`config.mk`:
```
export PLATFORM = sky130hd
export DESIGN_NAME = lc3b_mem_arbiter_flat
export DESIGN_NICKNAME = d
export VERILOG_FILES = /design/src/rtl/lc3b_mem_arbiter_if.sv /design/src/rtl/lc3b_mem_arbiter.sv /design/src/flat_wrapper.sv
export SDC_FILE = /design/constraint.sdc
export NUM_CORES = 1
export LEC_CHECK = 0
export ABC_AREA = 1
export CELL_PAD_IN_SITES_DETAIL_PLACEMENT = 1
export CELL_PAD_IN_SITES_GLOBAL_PLACEMENT = 1
export CORE_AREA = 3 3 274 276
export CTS_CLUSTER_SIZE = 8
export DETAILED_ROUTE_END_ITERATION = 8
export DIE_AREA = 0 0 277 279
export GPL_ROUTABILITY_DRIVEN = 0
export PLACE_DENSITY_LB_ADDON = 0.1
export SLEW_MARGIN = 20
export SYNTH_ARGS = -nofsm -noshare
export SYNTH_HDL_FRONTEND = slang
export SYNTH_SLANG_ARGS = --single-unit
```
`constraint.sdc`:
```
create_clock -name clk -period 1.4 [get_ports clk]
set_clock_uncertainty 0.05 [all_clocks]
set_input_delay 0.42 -clock clk [delete_from_list [all_inputs] [get_ports clk]]
set_output_delay 0.42 -clock clk [all_outputs]
set_load 0.1 [all_outputs]
```
`src/rtl/lc3b_mem_arbiter_if.sv`:
```
// Cache-side miss handshakes plus the shared physical-memory line port.
// The slave modport is the arbiter's view; master is the caches/memory side.
interface lc3b_mem_arbiter_if #(
  parameter int unsigned ADDR_W = 16,
  parameter int unsigned LINE_W = 128
);
  logic              i_read;
  logic [ADDR_W-1:0] i_address;
  logic [LINE_W-1:0] i_rdata;
  logic              i_resp;

  logic              d_read;
  logic              d_write;
  logic [ADDR_W-1:0] d_address;
  logic [LINE_W-1:0] d_wdata;
  logic [LINE_W-1:0] d_rdata;
  logic              d_resp;

  logic              pmem_read;
  logic              pmem_write;
  logic [ADDR_W-1:0] pmem_address;
  logic [LINE_W-1:0] pmem_wdata;
  logic [LINE_W-1:0] pmem_rdata;
  logic              pmem_resp;

  modport slave (
    input  i_read, i_address, d_read, d_write, d_address, d_wdata,
           pmem_rdata, pmem_resp,
    output i_rdata, i_resp, d_rdata, d_resp,
           pmem_read, pmem_write, pmem_address, pmem_wdata
  );

  modport master (
    output i_read, i_address, d_read, d_write, d_address, d_wdata,
           pmem_rdata, pmem_resp,
    input  i_rdata, i_resp, d_rdata, d_resp,
           pmem_read, pmem_write, pmem_address, pmem_wdata
  );
endinterface

```
`src/rtl/lc3b_mem_arbiter.sv`:
```
// Serialises I-side and D-side cache line misses onto one pmem port (D priority).
// Define LC3B_ARB_STARVE_GUARD_EN to let I win after STARVE_LIMIT consecutive D grants.
module lc3b_mem_arbiter #(
  parameter int unsigned ADDR_W       = 16,
  parameter int unsigned LINE_W       = 128,
  parameter int unsigned STARVE_LIMIT = 4
) (
  input  logic              clk,
  input  logic              rst_n,
  lc3b_mem_arbiter_if.slave bus,
  output logic [1:0]        arb_owner
);
  localparam int unsigned OFS_W = $clog2(LINE_W / 8);

  typedef enum logic [1:0] {
    IDLE   = 2'b00,
    BUSY_I = 2'b01,
    BUSY_D = 2'b10,
    DONE   = 2'b11
  } state_t;

  state_t state_q, state_d;
  logic   d_req;
  logic   grant_i, grant_d;
  logic   starve_hit;

  if (STARVE_LIMIT < 1 || STARVE_LIMIT > 7) begin : g_bad_limit
    $error("STARVE_LIMIT must fit the 3-bit starve counter");
  end

  assign d_req = bus.d_read | bus.d_write;

`ifdef LC3B_ARB_STARVE_GUARD_EN
  logic [2:0] starve_cnt;

  assign starve_hit = bus.i_read && (starve_cnt == 3'(STARVE_LIMIT));

  always_ff @(posedge clk or negedge rst_n) begin
    if (!rst_n) begin
      starve_cnt <= '0;
    end else if (grant_i) begin
      starve_cnt <= '0;
    end else if (grant_d && bus.i_read) begin
      starve_cnt <= starve_cnt + 3'd1;
    end else if (state_q == IDLE && !bus.i_read) begin
      starve_cnt <= '0;
    end
  end
`else
  assign starve_hit = 1'b0;
`endif

  always_ff @(posedge clk or negedge rst_n) begin
    if (!rst_n) begin
      state_q <= IDLE;
    end else begin
      state_q <= state_d;
    end
  end

  always_comb begin
    state_d = state_q;
    grant_i = 1'b0;
    grant_d = 1'b0;
    case (state_q)
      IDLE: begin
        if (d_req && !starve_hit) begin
          grant_d = 1'b1;
          state_d = BUSY_D;
        end else if (bus.i_read) begin
          grant_i = 1'b1;
          state_d = BUSY_I;
        end
      end
      BUSY_I, BUSY_D: begin
        if (bus.pmem_resp) begin
          state_d = DONE;
        end
      end
      DONE:    state_d = IDLE;
      default: state_d = IDLE;
    endcase
  end

  // Request inputs are captured only on the grant edge; BUSY holds the registered copy.
  always_ff @(posedge clk or negedge rst_n) begin
    if (!rst_n) begin
      bus.pmem_read    <= 1'b0;
      bus.pmem_write   <= 1'b0;
      bus.pmem_address <= '0;
      bus.pmem_wdata   <= '0;
    end else if (grant_d) begin
      // read+write together is a writeback; the refill follows as a later request
      bus.pmem_read    <= ~bus.d_write;
      bus.pmem_write   <= bus.d_write;
      bus.pmem_address <= {bus.d_address[ADDR_W-1:OFS_W], {OFS_W{1'b0}}};
      if (bus.d_write) begin
        bus.pmem_wdata <= bus.d_wdata;
      end
    end else if (grant_i) begin
      bus.pmem_read    <= 1'b1;
      bus.pmem_write   <= 1'b0;
      bus.pmem_address <= {bus.i_address[ADDR_W-1:OFS_W], {OFS_W{1'b0}}};
    end else if (bus.pmem_resp && (state_q == BUSY_I || state_q == BUSY_D)) begin
      bus.pmem_read  <= 1'b0;
      bus.pmem_write <= 1'b0;
    end
  end

  assign bus.i_resp  = (state_q == BUSY_I) && bus.pmem_resp;
  assign bus.d_resp  = (state_q == BUSY_D) && bus.pmem_resp;
  assign bus.i_rdata = bus.pmem_rdata;
  assign bus.d_rdata = bus.pmem_rdata;
  assign arb_owner   = state_q;
endmodule

```
`src/flat_wrapper.sv`:
```
// flat-port wrapper written by rule: the top's interface ports become plain ports
module lc3b_mem_arbiter_flat 
#(
  parameter int unsigned ADDR_W       = 16,
  parameter int unsigned LINE_W       = 128,
  parameter int unsigned STARVE_LIMIT = 4
)
  (clk, rst_n, arb_owner, bus_i_read, bus_i_address, bus_d_read, bus_d_write, bus_d_address, bus_d_wdata, bus_pmem_rdata, bus_pmem_resp, bus_i_rdata, bus_i_resp, bus_d_rdata, bus_d_resp, bus_pmem_read, bus_pmem_write, bus_pmem_address, bus_pmem_wdata);
  lc3b_mem_arbiter_if #(.ADDR_W(ADDR_W), .LINE_W(LINE_W)) bus_i ();
  input  logic clk;
  input  logic rst_n;
  output logic [1:0] arb_owner;
  input wire logic [$bits(bus_i.i_read)-1:0] bus_i_read;
  input wire logic [$bits(bus_i.i_address)-1:0] bus_i_address;
  input wire logic [$bits(bus_i.d_read)-1:0] bus_d_read;
  input wire logic [$bits(bus_i.d_write)-1:0] bus_d_write;
  input wire logic [$bits(bus_i.d_address)-1:0] bus_d_address;
  input wire logic [$bits(bus_i.d_wdata)-1:0] bus_d_wdata;
  input wire logic [$bits(bus_i.pmem_rdata)-1:0] bus_pmem_rdata;
  input wire logic [$bits(bus_i.pmem_resp)-1:0] bus_pmem_resp;
  output wire logic [$bits(bus_i.i_rdata)-1:0] bus_i_rdata;
  output wire logic [$bits(bus_i.i_resp)-1:0] bus_i_resp;
  output wire logic [$bits(bus_i.d_rdata)-1:0] bus_d_rdata;
  output wire logic [$bits(bus_i.d_resp)-1:0] bus_d_resp;
  output wire logic [$bits(bus_i.pmem_read)-1:0] bus_pmem_read;
  output wire logic [$bits(bus_i.pmem_write)-1:0] bus_pmem_write;
  output wire logic [$bits(bus_i.pmem_address)-1:0] bus_pmem_address;
  output wire logic [$bits(bus_i.pmem_wdata)-1:0] bus_pmem_wdata;
  assign bus_i.i_read = bus_i_read;
  assign bus_i.i_address = bus_i_address;
  assign bus_i.d_read = bus_d_read;
  assign bus_i.d_write = bus_d_write;
  assign bus_i.d_address = bus_d_address;
  assign bus_i.d_wdata = bus_d_wdata;
  assign bus_i.pmem_rdata = bus_pmem_rdata;
  assign bus_i.pmem_resp = bus_pmem_resp;
  assign bus_i_rdata = bus_i.i_rdata;
  assign bus_i_resp = bus_i.i_resp;
  assign bus_d_rdata = bus_i.d_rdata;
  assign bus_d_resp = bus_i.d_resp;
  assign bus_pmem_read = bus_i.pmem_read;
  assign bus_pmem_write = bus_i.pmem_write;
  assign bus_pmem_address = bus_i.pmem_address;
  assign bus_pmem_wdata = bus_i.pmem_wdata;
  lc3b_mem_arbiter #(.ADDR_W(ADDR_W), .LINE_W(LINE_W), .STARVE_LIMIT(STARVE_LIMIT)) u_core (.clk(clk), .rst_n(rst_n), .bus(bus_i), .arb_owner(arb_owner));
endmodule
```
==> impl_metrics.json, run 1 <==
{
  "netlist_area_um2": 7680,
  "avgSynthCellArea_um2": 8.17,
  "violations": "setup timing",
  "setup_tns_ns": -71.38,
  "max_cap_violations": 0,
  "r2r_setup_slack_ns": -0.41,
  "synth.distinct_cells": 14,
  "clock_path_buffers": 2,
  "rsz0062_at_grt": "yes",
  "grt_pass1_wl_um": 48700,
  "dr.pass1.iters": 4,
  "start_kind": "flop",
  "pre_cts_ws_ns": -0.549,
  "power.total_mw": 46.3,
  "worstRegToRegCells": 9,
  "synth_compound_area_share_pct": 0.326,
  "drive_gt1_share_pct": 57.2,
  "post-route-util_pct": 20.9,
  "synthCells": 940,
  "synthAdderAreaFrac_pct": 0.652,
  "power_density_nw_per_um2": 3040,
  "antennaDiodeCount": 0,
  "grt_overflow_total": 0,
  "synth_common_cells": "nand2_1, buf_4, dfrtp_1",
  "cts_tree": "done",
  "die_h_um": 279,
  "initial_utilization_pct": 10.5,
  "cts.sinks": 144,
  "io_buffer_count": 303,
  "comb_power_share_pct": 71.8,
  "worstSetupPathType": "flop to output port",
  "nets": 1435,
  "ys.flop_type": "dfrtp_1",
  "fin_area_um2": 15200,
  "ys_seq_elements": 144,
  "max_freq_mhz": 491,
  "drt_iter0_drc": 130,
  "rows": 99,
  "swShare_pct": 53.9,
  "synth-xor-area-share_pct": 0,
  "dp.cells": 1965,
  "synthTopCellsByArea": "dfrtp_1, buf_4, nand2_1",
  "htreeDepth": 4,
  "grt_max_degree": 43,
  "vias": 6473,
  "r2r-end": "u_core.bus.pmem_wdata[106]",
  "power_switching_mw": 25.0,
  "period_minus_slack_ns": 2.04,
  "synth_top_family_by_area": "buffers and inverters",
  "instances_no_fill": 2109,
  "drc": 0,
  "ys_seq_area_share_pct": 46.9,
  "grt.total_usage_pct": 8.69,
  "regToRegStartpoint": "u_core.arb_owner[1]",
  "hpwl_um": 25700,
  "clk_pin_slew_ns": 0.07,
  "slew_viol_final": 0,
  "core_area_um2": 72800,
  "antenna_found_initial": 5,
  "muxShareOfSynthArea_pct": 0,
  "synth_largest_area_cell": "dfrtp_1",
  "routed_wirelength_um": 38500,
  "fillCellCount": 8225,
  "synth-simple-area-share_pct": 23.8,
  "ant_nets": 0,
  "leakagePower_nw": 7.08,
  "worstSkewPairLatency_ns": 0.47,
  "vdd_drop_max_uv": 1190,
  "synth_top_area_share_pct": 46.9,
  "cp_max_fo": 2,
  "die_x_um": 277,
  "arrival_ns": 1.57,
  "placed_area_um2": 12000,
  "fin_hold_ws_ns": 0.275,
  "yosysWarnings": 0,
  "vias_per_cell": 3.07,
  "startpoint": "u_core.arb_owner[1]",
  "hold_path.class": "primary input to asynchronous set/reset pin",
  "post-synth-top-count-cell": "nand2_1",
  "required_ns": 0.93,
  "root_buffer": "clkbuf_16",
  "die-area_um2": 77300,
  "syn2layout_area_growth_pct": 98.6,
  "crit_path_end_kind": "output port",
  "synth-async-reset-ratio_pct": 100,
  "setup_viol": 288,
  "hold_viol": 0,
  "period_share_pct": 145,
  "p_int_mw": 21.3,
  "ioPinCount": 700,
  "grt_pass1_vias": 6676,
  "synth-edff-count": 0,
  "clockPowerShare_pct": 9.8,
  "fin_ws_ns": -0.637,
  "status": "finished, violations left",
  "wire_per_inst_um": 18.3,
  "cts_made_buffers": 17,
  "p_seq_share_pct": 18.3
}
layout make-up:
class / count / area, µm² / share of cell area [%]
Clock inverter: 15 / 111 / 0.730
Multi-Input combinational cell: 495 / 3130 / 20.5
Clock buffer: 17 / 425 / 2.79
Sequential cell: 144 / 3660 / 24.0
Tap cell: 959 / 1200 / 7.87
Inverter: 11 / 61.3 / 0.402
Timing Repair Buffer: 468 / 6650 / 43.6
worst max-delay path, stage by stage (launching register included):
cell and delay (ns):
dfrtp_4 0.50, buf_6 0.13, ha_4 0.15, nand2_4 0.05, clkinvlp_4 0.09, buf_12 0.16
cell usage in the layout (no fill, tap or decap):
| master | netlist | final |
|---|---|---|
| nand2_1 | 463 | 212 |
| buf_12 | 0 | 171 |
| clkdlybuf4s50_1 | 0 | 156 |
| nand2_2 | 1 | 151 |
| nand2_4 | 0 | 101 |
| dfrtp_1 | 144 | 99 |
| buf_4 | 264 | 85 |
| dfrtp_2 | 0 | 43 |
| clkbuf_16 | 0 | 38 |
| buf_6 | 0 | 18 |
| nand3_1 | 15 | 14 |
| buf_8 | 0 | 12 |
| clkinvlp_4 | 0 | 6 |
| inv_2 | 2 | 4 |
| conb_1 | 1 | 4 |
| clkinv_2 | 0 | 4 |
| inv_6 | 0 | 4 |
| buf_16 | 0 | 4 |
| ha_4 | 0 | 3 |
| clkinv_4 | 0 | 3 |
| inv_4 | 0 | 2 |
| inv_1 | 9 | 2 |
| nor2_1 | 3 | 2 |
| o21ai_0 | 4 | 2 |
| dfrtp_4 | 0 | 2 |
| nand3_4 | 0 | 1 |
| inv_8 | 0 | 1 |
| nor2_4 | 0 | 1 |
| o21ai_2 | 0 | 1 |
| a21oi_2 | 0 | 1 |
| o21ai_4 | 0 | 1 |
| ha_2 | 0 | 1 |
| dlygate4sd3_1 | 0 | 1 |
state kept, by name, indices dropped and copies added, names as in the netlist:
register,cells
u_core.arb_owner,2
u_core.bus.pmem_address,12
u_core.bus.pmem_read,1
u_core.bus.pmem_wdata,128
u_core.bus.pmem_write,1
cell families (layout without fill, tap and decap cells):
logic type | Yosys count | in the layout
adders and majority gates | 4 | 4
other | 1 | 4
and+or+nand+nor | 482 | 482
DFF | 144 | 144
AOI/OAI and AO/OA | 5 | 5
buffers and inverters | 304 | 511
layer usage:
layer | up-vias | routed length (µm) | track usage, %
met4 | 8 | 1640 | 4.84
met2 | 290 | 18700 | 13.6
met3 | 129 | 3660 | 5.04
met5 | - | 82 | 0.488
met1 | 3078 | 14500 | 9.15
li1 | 2968 | - | -
power by group through the flow:
stage | registers, mW | logic (mW) | clock network, mW
finish | 8.49 | 33.3 | 4.55
global route | 8.73 | 34.7 | 5.04
CTS | 8.27 | 28.6 | 4.95
detailed placement | 8.31 | 28.5 | 0
global placement | 8.29 | 28.5 | 0
floorplan | 21.0 | 6.61 | 0
worst max-delay path by stage:
stage / to / slack (ns) / cells past startpoint
after floorplan: bus_d_resp / -0.40 / 4
after global placement: u_core.bus.pmem_wdata[55] / -0.54 / 9
after detailed placement: u_core.bus.pmem_wdata[89] / -0.55 / 9
after CTS: bus_i_resp / -0.72 / 5
after global routing: bus_d_resp / -0.72 / 5
final: bus_d_resp / -0.64 / 5
timing repair:
| item | CTS | global route |
|---|---|---|
| setup endpoints to repair | 290 | 290 |
| cloned | 0 | 27 |
| hold endpoints to repair | 85 | 0 |
| buffers inserted | 2 | 84 |
| pin swaps | 0 | 115 |
| hold buffers | 1 | 0 |
| resized for setup | 4 | 461 |
Power figures use the tool's default switching activity.
==> run 2, diff against run 1 <==
CORE_AREA = 8 8 263 265   (was 3 3 274 276)
CTS_CLUSTER_DIAMETER = 30   (was not set)
DIE_AREA = 0 0 271 273   (was 0 0 277 279)
==> run 2 against run 1 <==
The run still ends with setup timing left. Register-to-register slack better by 0.12 ns. Critical path type unchanged. Power down 0.38%. Cell area down 3.2%.
==> impl_metrics.json, run 2 (synthesized netlist as in run 1, its figures left out) <==
{
  "hold_path.class": "primary input to asynchronous set/reset pin",
  "grt_pass1_wl_um": 51700,
  "leakagePower_nw": 6.87,
  "hpwl_um": 26500,
  "placed_area_um2": 11900,
  "slew_viol_final": 0,
  "pre_cts_ws_ns": -0.622,
  "power_density_nw_per_um2": 3120,
  "max_cap_violations": 0,
  "antenna_found_initial": 2,
  "regMostFlops": "u_core.bus.pmem_wdata",
  "vias_per_cell": 3.17,
  "post-route-util_pct": 22.7,
  "arrival_ns": 1.56,
  "htreeDepth": 4,
  "die-area_um2": 74000,
  "setup_tns_ns": -53.87,
  "violations": "setup timing",
  "clock_path_buffers": 2,
  "worstSkewPairLatency_ns": 0.45,
  "final_cell_mix": "nand2_1, buf_12, nand2_2, clkdlybuf4s50_1, dfrtp_1",
  "regToRegStartpoint": "u_core.arb_owner[0]",
  "hold_viol": 0,
  "drt_iter0_drc": 116,
  "clk_pin_slew_ns": 0.07,
  "drc": 0,
  "fin_area_um2": 14800,
  "required_ns": 0.93,
  "power_switching_mw": 24.5,
  "ioPinCount": 700,
  "startpoint": "u_core.arb_owner[1]",
  "mostFrequentLayoutCell": "nand2_1",
  "p_seq_share_pct": 18.3,
  "cts_tree": "done",
  "wire_per_inst_um": 18.2,
  "drive_gt1_share_pct": 53.7,
  "fillCellCount": 7295,
  "antennaDiodeCount": 0,
  "fin_ws_ns": -0.627,
  "comb_power_share_pct": 70.4,
  "period_share_pct": 145,
  "initial_utilization_pct": 11.8,
  "r2r-end": "u_core.bus.pmem_wdata[8]",
  "dr.pass1.iters": 4,
  "io_buffer_count": 303,
  "crit_path_end_kind": "output port",
  "grt.total_usage_pct": 9.69,
  "cp_max_fo": 2,
  "start_kind": "flop",
  "swShare_pct": 53.1,
  "vias": 6366,
  "grt_max_degree": 27,
  "syn2layout_area_growth_pct": 92.3,
  "setup_viol": 289,
  "root_buffer": "clkbuf_16",
  "ant_nets": 0,
  "r2r_setup_slack_ns": -0.29,
  "period_minus_slack_ns": 2.03,
  "cts.sinks": 144,
  "largest_reg_flops": 128,
  "grt_pass1_vias": 7082,
  "grt_overflow_total": 0,
  "rsz0062_at_grt": "yes",
  "cts_made_buffers": 17,
  "die_h_um": 273,
  "worstRegToRegCells": 10,
  "vdd_drop_max_uv": 1120,
  "nets": 1427,
  "clockPowerShare_pct": 11.3,
  "die_x_um": 271,
  "rows": 94,
  "routed_wirelength_um": 36600,
  "status": "finished, violations left",
  "worstSetupPathType": "flop to output port",
  "p_int_mw": 21.7,
  "crit_path_end": "bus_d_resp",
  "core_area_um2": 65000,
  "max_freq_mhz": 493
}
## run 2: cell type report
| cell class | count | area (µm²) | share of cell area, % |
|---|---|---|---|
| clock buffer | 20 | 457 | 3.09 |
| clock inverter | 12 | 180 | 1.22 |
| inverter | 11 | 58.8 | 0.398 |
| multi-input combinational | 495 | 2910 | 19.7 |
| sequential | 144 | 3650 | 24.7 |
| tap | 864 | 1080 | 7.32 |
| timing repair buffer | 460 | 6430 | 43.6 |
## run 2: how the worst min path moves through the flow
stage,endpoint,slack [ns],cells after the start
floorplan,u_core.bus.pmem_address[10],0.07,0
global placement,u_core.bus.pmem_wdata[37],0.36,1
detailed placement,u_core.bus.pmem_wdata[96],0.36,1
CTS,u_core.bus.pmem_wdata[74],0.38,3
global route,u_core.bus.pmem_wdata[96],0.41,2
finish,u_core.bus.pmem_wdata[37],0.41,2
## run 2: worst max-delay path: stages (launching register included)
cell and delay [ns]:
dfrtp_4 0.49, buf_6 0.13, ha_4 0.15, nand2_4 0.06, clkinvlp_4 0.09, buf_12 0.17
## run 2: repair_timing
action,4_1_cts,5_1_grt
hold buffers,1,0
setup endpoints to repair,290,290
hold endpoints to repair,11,0
setup buffers,37,58
resized for setup,141,291
pin swaps,8,70
gates cloned,14,2
## run 2: stage by stage
stage	hold slack, ns	cells	power (mW)
3_5_place_dp	0.358	1881	37.0
5_1_grt	0.410	2006	48.2
3_3_place_gp	0.361	1881	37.0
4_1_cts	0.383	1964	44.8
2_1_floorplan	0.0744	943	27.7
6_report	0.413	2006	46.1
## run 2: per-layer routing
metal / wire length, µm / vias up / GRT usage, %
met5: 24 / - / 0
met4: 1590 / 4 / 5.34
met3: 3510 / 106 / 5.03
met2: 18200 / 293 / 16.0
met1: 13200 / 3025 / 9.89
li1: - / 2938 / -
## run 2: power by group through the flow
| stage | clock network, mW | logic, mW | registers [mW] |
|---|---|---|---|
| 4_1_cts | 5.53 | 30.9 | 8.31 |
| 5_1_grt | 5.64 | 33.9 | 8.68 |
| 6_report | 5.20 | 32.5 | 8.44 |
| 3_5_place_dp | 0 | 28.6 | 8.35 |
| 2_1_floorplan | 0 | 6.61 | 21.0 |
| 3_3_place_gp | 0 | 28.6 | 8.34 |
